$ cat src/rtl/cpu_defs.sv
// cpu_defs: shared opcode encodings and hazard sequencer state type for the 5-stage 16-bit CPU
package cpu_defs;
    localparam logic [3:0] LW  = 4'b1000;
    localparam logic [3:0] SW  = 4'b1001;
    localparam logic [3:0] B   = 4'b1100;
    localparam logic [3:0] BR  = 4'b1101;
    localparam logic [3:0] PCS = 4'b1110;
    localparam logic [3:0] HLT = 4'b1111;
    typedef enum logic [1:0] {RUN, FREEZE, DRAIN, HALTED} state_t;
endpackage

$ cat src/rtl/hazard_detect.sv
// hazard_detect: load-use hazard that forwarding cannot cover (SW data on Rt is forwarded MEM-to-MEM)
module hazard_detect
    import cpu_defs::*;
(
    input  logic [3:0] id_op_i,
    input  logic [3:0] id_rs_i,
    input  logic [3:0] id_rt_i,
    input  logic [3:0] ex_op_i,
    input  logic [3:0] ex_rd_i,
    output logic       lduse_o
);
    logic rs_hit, rt_hit;
    assign rs_hit  = (ex_rd_i == id_rs_i) && !(id_op_i == B || id_op_i == PCS || id_op_i == HLT);
    assign rt_hit  = (ex_rd_i == id_rt_i) && !id_op_i[3];
    assign lduse_o = (ex_op_i == LW) && (ex_rd_i != 4'd0) && (rs_hit || rt_hit);
endmodule

$ cat src/rtl/hazard_ctrl.sv
// hazard_ctrl: stall/flush/freeze/drain sequencer for the pipeline; HAZARD_STATS_EN adds stall/flush counters
module hazard_ctrl
    import cpu_defs::*;
#(
    parameter int DRAIN_CYCLES = 3,
    parameter int TIMEOUT      = 255
) (
    input  logic       clk,
    input  logic       rst,
    input  logic [3:0] IF_ID_Opcode,
    input  logic [3:0] IF_ID_Rs,
    input  logic [3:0] IF_ID_Rt,
    input  logic [3:0] ID_EX_Opcode,
    input  logic [3:0] ID_EX_Rd,
    input  logic       branch_taken,
    input  logic       dmem_busy,
    output logic       PC_stall,
    output logic       IF_ID_stall,
    output logic       IF_ID_flush,
    output logic       ID_EX_bubble,
    output logic       pipe_freeze,
    output logic       MEM_WB_bubble,
    output logic       halted,
    output logic       dmem_timeout
`ifdef HAZARD_STATS_EN
    ,
    output logic [15:0] stall_cnt,
    output logic [15:0] flush_cnt
`endif
);
    state_t     state_q, state_d, ret_q, ret_d, eff;
    logic [7:0] drain_cnt_q, drain_cnt_d, busy_cnt_q, busy_cnt_d;
    logic       timeout_q, timeout_d, lduse, frz;

    hazard_detect u_detect (
        .id_op_i (IF_ID_Opcode),
        .id_rs_i (IF_ID_Rs),
        .id_rt_i (IF_ID_Rt),
        .ex_op_i (ID_EX_Opcode),
        .ex_rd_i (ID_EX_Rd),
        .lduse_o (lduse)
    );

    // FREEZE acts on behalf of the state it interrupted, so rules run on the effective state
    always_comb begin
        eff           = (state_q == FREEZE) ? ret_q : state_q;
        frz           = dmem_busy && eff != HALTED;
        state_d       = eff;
        ret_d         = ret_q;
        drain_cnt_d   = drain_cnt_q;
        busy_cnt_d    = frz ? ((busy_cnt_q == 8'(TIMEOUT)) ? busy_cnt_q : busy_cnt_q + 8'd1) : 8'd0;
        timeout_d     = timeout_q || (frz && busy_cnt_d == 8'(TIMEOUT));
        PC_stall      = 1'b0;
        IF_ID_stall   = 1'b0;
        IF_ID_flush   = 1'b0;
        ID_EX_bubble  = 1'b0;
        pipe_freeze   = 1'b0;
        MEM_WB_bubble = 1'b0;
        halted        = 1'b0;
        if (frz) begin
            pipe_freeze   = 1'b1;
            PC_stall      = 1'b1;
            IF_ID_stall   = 1'b1;
            MEM_WB_bubble = 1'b1;
            state_d       = FREEZE;
            ret_d         = eff;
        end else if (eff == HALTED) begin
            PC_stall    = 1'b1;
            IF_ID_stall = 1'b1;
            halted      = 1'b1;
        end else if (eff == DRAIN) begin
            PC_stall    = 1'b1;
            IF_ID_flush = 1'b1;
            state_d     = (drain_cnt_q == 8'(DRAIN_CYCLES - 1)) ? HALTED : DRAIN;
            drain_cnt_d = drain_cnt_q + 8'd1;
        end else if (lduse) begin
            PC_stall     = 1'b1;
            IF_ID_stall  = 1'b1;
            ID_EX_bubble = 1'b1;
        end else if (branch_taken) begin
            IF_ID_flush = 1'b1;
        end else if (IF_ID_Opcode == HLT) begin
            state_d     = DRAIN;
            drain_cnt_d = 8'd0;
        end
    end

    assign dmem_timeout = timeout_q;

    // state, counters and sticky timeout flag
    always_ff @(posedge clk or posedge rst) begin
        if (rst) begin
            state_q     <= RUN;
            ret_q       <= RUN;
            drain_cnt_q <= 8'd0;
            busy_cnt_q  <= 8'd0;
            timeout_q   <= 1'b0;
        end else begin
            state_q     <= state_d;
            ret_q       <= ret_d;
            drain_cnt_q <= drain_cnt_d;
            busy_cnt_q  <= busy_cnt_d;
            timeout_q   <= timeout_d;
        end
    end

`ifdef HAZARD_STATS_EN
    logic [15:0] stall_cnt_q, flush_cnt_q;
    // saturating counts of load-use stall cycles and branch flush cycles (RUN-state flushes only)
    always_ff @(posedge clk or posedge rst) begin
        if (rst) begin
            stall_cnt_q <= 16'd0;
            flush_cnt_q <= 16'd0;
        end else begin
            if (ID_EX_bubble && stall_cnt_q != 16'hFFFF) stall_cnt_q <= stall_cnt_q + 16'd1;
            if (IF_ID_flush && eff == RUN && flush_cnt_q != 16'hFFFF) flush_cnt_q <= flush_cnt_q + 16'd1;
        end
    end
    assign stall_cnt = stall_cnt_q;
    assign flush_cnt = flush_cnt_q;
`else
`endif
endmodule

$ cat config.mk
export PLATFORM = sky130hd
export DESIGN_NAME = hazard_ctrl
export DESIGN_NICKNAME = d
export VERILOG_FILES = /design/src/rtl/cpu_defs.sv /design/src/rtl/hazard_detect.sv /design/src/rtl/hazard_ctrl.sv
export SDC_FILE = /design/constraint.sdc
export NUM_CORES = 1
export LEC_CHECK = 0
export CORE_ASPECT_RATIO = 1.75
export CORE_UTILIZATION = 30
export CTS_CLUSTER_SIZE = 24
export DETAILED_ROUTE_END_ITERATION = 10
export GPL_TIMING_DRIVEN = 0
export HOLD_SLACK_MARGIN = 0.02
export SYNTH_ARGS = -nofsm -noshare
export SYNTH_HDL_FRONTEND = slang
export SYNTH_SLANG_ARGS = --single-unit
$ cat constraint.sdc
create_clock -name clk -period 4 [get_ports clk]
set_clock_uncertainty 0.05 [all_clocks]
set_input_delay 1 -clock clk [delete_from_list [all_inputs] [get_ports clk]]
set_output_delay 1 -clock clk [all_outputs]
set_load 0.05 [all_outputs]
* Word-level counts from Yosys, hierarchy flattened
Cells that the tools add are included.
Storage, ports and cells: flip-flop bits (word level) 21, input port bits 24, output and inout port bits 8, word-level logic and storage cells 70
Cells by class: $add $sub $neg 2, eq/ne operators 15, muxes and demuxes 31, bitwise logic cells 2, reductions and logical operators 15
Operator list (count):
- two-way mux 8 bit | 6
- two-way mux 1 bit | 18
- adder 8 x 1 -> 8 bit, second input constant | 2
- equality test 4 bit, second input constant | 4
- equality test 8 bit, second input constant | 2
- two-way mux 2 bit | 7
- equality test 4 bit | 2
- equality test 8 x 2 -> 1 bit, second input constant | 1
- logical AND 1 bit | 6
- AND reduction 5 bit | 1
- equality test 2 bit, second input constant | 2
- logical OR 1 bit | 4
- inequality test 2 x 1 -> 1 bit, second input constant | 2
- nonzero test 4 bit | 1
- equality test 2 x 1 -> 1 bit, second input constant | 1
- logical NOT 1 bit | 2
- inequality test 2 bit, second input constant | 1
- inverter 1 bit | 2
- nonzero test 2 bit | 1

* Longest topological paths before layout
depth after elaboration 11, depth in mapped cells 5, gate-level depth less buffers 5

* Hierarchy
Synthesis repeated with hierarchy kept, for this count alone.
Second synthesis, totals: cells, all modules 149, area total of the unflattened synthesis 1398.8 sq um
By module, submodules not included:
- hazard_ctrl | times used 1, cells an instance 133, area an instance 1247.4 sq um, sequential area each 525.5 sq um
- hazard_detect | times used 1, cells an instance 16, area an instance 151.4 sq um, sequential area each 0.0 sq um

* Worst setup path before layout
OpenSTA, ideal clock, no wires.
path type input-to-output, from in ID_EX_Opcode[1], to out IF_ID_stall, arrival time 3076 ps, required time 2950 ps, setup slack -126 ps, stages on the path 4, path buffers 0, cells stage by stage or4b_1 nor4_1 a22oi_1 o21ai_0
On the way: word-level cells in the longest chain between the ends 7
Ends and longest elaborated chain:
- start: declaration | line hazard_ctrl.sv:13 | input logic [3:0] ID_EX_Opcode,
- equality test 4 bit | line hazard_detect.sv:15 | assign lduse_o = (ex_op_i == LW) && (ex_rd_i != 4'd0) && (rs_hit || rt_hit);
- logical AND 1 bit (2 in series) | line hazard_detect.sv:15
- two-way mux 1 bit | line hazard_ctrl.sv:76 | end else if (lduse) begin
- two-way mux 1 bit | line hazard_ctrl.sv:71 | end else if (eff == DRAIN) begin
- two-way mux 1 bit | line hazard_ctrl.sv:67 | end else if (eff == HALTED) begin
- two-way mux 1 bit | line hazard_ctrl.sv:60 | if (frz) begin
- end: declaration | line hazard_ctrl.sv:18 | output logic IF_ID_stall,
Every way passes these cells.

* Worst setup path in the final report
from in ID_EX_Opcode[0], to out IF_ID_flush
On the way: word-level cells in the longest chain between the ends 7
Ends and longest elaborated chain:
- equality test 4 bit | line hazard_detect.sv:15
- logical AND 1 bit (2 in series) | line hazard_detect.sv:15
- two-way mux 1 bit | line hazard_ctrl.sv:76
- two-way mux 1 bit | line hazard_ctrl.sv:71
- two-way mux 1 bit | line hazard_ctrl.sv:67
- two-way mux 1 bit | line hazard_ctrl.sv:60
- end: declaration | line hazard_ctrl.sv:19 | output logic IF_ID_flush,
Every way passes these cells.

==> metrics.csv <==
stage,metric,value,unit
placed_design,GPL Wtd Cong,0.784,
worst_setup_path,CP required,2950,ps
synthesis,top_reg_cell synth,dfrtp_1,
die,full die area,4690,sq um
clocking,# H-tree levels,1,
cells_and_area,ANT cells,0,
placed_design,HPWL after detailed placement,2620,um
worst_hold_path,WHS Path Cells,1,
grt,Most Crowded Layer GR,met2,
job,max_cap viols,0,
clocking,clock sink total,21,
power_and_ir_drop,"Power, Total",562,uW
grt,first-pass GRT wire length,5550,um
routing,initial drt markers,11,
worst_setup_path,worst reg2reg startpoint,state_q[1]$_DFF_PP0_,
routing,# DRC,0,
clocking,CTS root buf,clkbuf_8,
synthesis,ys async rst share,100,%
synthesis,Synth Instances,142,
clocking,CTS max path bufs,2,
clocking,clk slew on worst S/H paths,70,ps
die,Std-Cell Rows,31,
power_and_ir_drop,Power Dens Cells,322,nW/um^2
worst_setup_path,r2r endpoint,drain_cnt_q[6]$_DFFE_PP0P_,
grt,GRT overflow,0,
worst_hold_path,HP Start,dmem_timeout$_DFF_PP0_,
synthesis,synthesized net count,169,
die,core area,4190,sq um
worst_setup_path,Setup Crit Path Kind,input port to output port,
power_and_ir_drop,LEAKAGE,0.761,nW
synthesis,"EDFF count, synth",0,
cells_and_area,# nets final,205,
grt,GR Util All Layers,15.3,%
routing,Post-DRT Antenna Nets,0,
synthesis,Seq cells post-synth,21,
grt,initial antenna violation count,0,
synthesis,yosys warns,0,
cells_and_area,Area Growth Syn to Fin,31.9,%
clocking,cts hold-fix bufs,0,
placed_design,buffers added on ports,31,
clocking,Inserted Clock Buffers,3,
synthesis,sequential share of the synthesized area,39.7,%
worst_setup_path,r2r setup slk,2110,ps
sta,Final Worst Setup Slack,70.3,ps
die,Die Span Y,89.8,um
worst_hold_path,class of the most critical hold timing path,register to register,
synthesis,Synth cell types,42,
worst_setup_path,CP Launch Type,input port,
synthesis,Netlist Area Pre-Place,1320,sq um
outcome,outcome,finished clean,
die,die width,52.2,um
sta,FMAX,254,MHz
clocking,CTS tree,yes,
cells_and_area,flip-flop and latch area,526,sq um
cells_and_area,Fillers,426,
worst_setup_path,worst-path fanout max,4,
clocking,post-CTS setup buffers,0,
cells_and_area,share of post-route cells with drive strength above 1,11.9,%
worst_setup_path,Worst EP arrival,2880,ps
grt,GR Util met1,15.8,%
sta,slew at the pin with the worst max-slew slack,821,ps
worst_hold_path,hold path endpoint,dmem_timeout$_DFF_PP0_,
grt,vias in the first global route,1280,
grt,grt met2 use,29.5,%
sta,max-slew violation count,0,
die,initial core utilization,31.6,%
grt,largest net degree at the start of global routing,22,
worst_setup_path,r2r worst-path depth,4,
worst_setup_path,crit path capture type,output port,
die,Ports,32,
routing,post-DR vias/cell,5.57,
placed_design,Place WS,-506,ps
cells_and_area,multi-input logic area,788,sq um
routing,Via Count,1259,
sta,period utilisation layout,98.2,%
sta,min Tclk post-route,3930,ps
synthesis,syn avg cell area,9.31,sq um
sta,RSZ-0062 raised after global routing,no,
clocking,clock latency on the worst-skew pair,260,ps
sta,Slew headroom,45.2,%
grt,met3 Usage GRT,1.86,%
routing,total wire length,3310,um
sta,Final Hold Viols,0,
routing,Avg WL per Cell,14.6,um
routing,drt first pass iters,4,
power_and_ir_drop,Max VDD drop,0.125,mV
sta,final setup violating endpoints,0,
[how the worst max path moves through the flow]
stage	start	to	slack, ps	cells past startpoint
6_report	ID_EX_Opcode[0]	IF_ID_flush	70	6
4_1_cts	ID_EX_Opcode[0]	PC_stall	3	6
5_1_grt	ID_EX_Rd[0]	IF_ID_flush	10	6
3_3_place_gp	ID_EX_Opcode[0]	IF_ID_stall	-510	6
3_5_place_dp	ID_EX_Opcode[0]	IF_ID_stall	-510	6
2_1_floorplan	ID_EX_Opcode[1]	IF_ID_stall	240	4
[area by class of cell]
type | instances | share of cell area [%]
Inverter | 5 | 1.08
Tap cell | 49 | 3.52
Timing Repair Buffer | 31 | 16.7
Clock inverter | 1 | 0.287
Sequential cell | 21 | 30.1
Multi-Input combinational cell | 114 | 45.2
Buffer | 2 | 0.717
Clock buffer | 3 | 2.37
[per-stage QoR]
step	cell area (sq um)	util [%]	setup TNS (ps)	hold slack, ps	std cells
3_3_place_gp	1700	40.6	-1950	413	222
4_1_cts	1750	41.7	0	450	226
6_report	1740	41.6	0	453	226
2_1_floorplan	1330	-	0	437	142
5_1_grt	1740	41.6	0	475	226
3_5_place_dp	1700	40.6	-1970	432	222
[synth_stat cells, types with 2 or more instances]
master | instances | area share [%]
nand2b_1 | 2 | 0.95
nand3_1 | 4 | 1.5
a21o_1 | 3 | 1.7
a31oi_1 | 3 | 1.4
nand2_1 | 8 | 2.3
ha_1 | 3 | 2.8
nor2_1 | 14 | 4.0
a21oi_1 | 7 | 2.6
o21ai_0 | 5 | 1.9
nor4_1 | 4 | 1.9
nor2b_1 | 2 | 0.95
nand4_1 | 4 | 1.9
a22o_1 | 4 | 2.6
o211ai_1 | 6 | 3.4
xor2_1 | 10 | 6.6
nor3b_1 | 2 | 1.1
inv_1 | 5 | 1.4
dfrtp_1 | 21 | 40
a211oi_1 | 2 | 1.1
nor3_1 | 7 | 2.6
mux2_2 | 3 | 2.6
and3_1 | 3 | 1.4
[power breakdown]
part / total [mW] / switching, mW / internal, mW
Combinational: 0.163 / 0.0897 / 0.0730
Clock: 0.138 / 0.0689 / 0.0694
Sequential: 0.261 / 0.0272 / 0.234
[critical path, cell delays in order]
cell             delay, ps
clkdlybuf4s50_1        420
or4b_1                 560
nor4_2                 310
a22oi_2                140
a31o_1                 250
buf_2                  210
[flip-flops by register name, indices dropped and copies added, names as in the netlist]
name / cells
drain_cnt_q: 8
busy_cnt_q: 8
dmem_timeout: 1
ret_q: 2
state_q: 2
[metal layers]
| layer | vias to the layer above | share of wire [%] |
|---|---|---|
| met5 | - | 0 |
| met4 | 0 | 1.1 |
| met3 | 4 | 3.8 |
| met2 | 39 | 58 |
| met1 | 607 | 37 |
| li1 | 609 | - |
[cell usage in the layout (no fill, tap or decap), types with 4 or more instances in the layout]
master,n
a21oi_1,7
a22o_1,4
buf_2,5
clkdlybuf4s50_1,25
dfrtp_1,21
inv_1,5
nand2_1,8
nand3_1,4
nand4_1,4
nor2_1,14
nor3_1,6
o211ai_1,6
o21ai_0,4
xor2_1,10
[cells by family (layout without fill, tap and decap cells)]
kind of cell	count (synthesis)	count (layout)	share of synthesized area, %
AOI/OAI and AO/OA	39	39	20.8
xor gates and xnor gates	10	10	6.62
adders and majority gates	4	4	3.60
buffers and inverters	7	42	2.37
DFF	21	21	39.7
muxes	4	4	3.31
and+or+nand+nor	57	57	23.6
[repair_timing]
item | in CTS | in global routing
hold endpoints to repair | 0 | 0
pin swaps | 0 | 1
gates cloned | 0 | 0
setup endpoints to repair | 5 | 5
gates resized for setup | 23 | 2
Note: power is estimated with default switching activity, not from simulation.
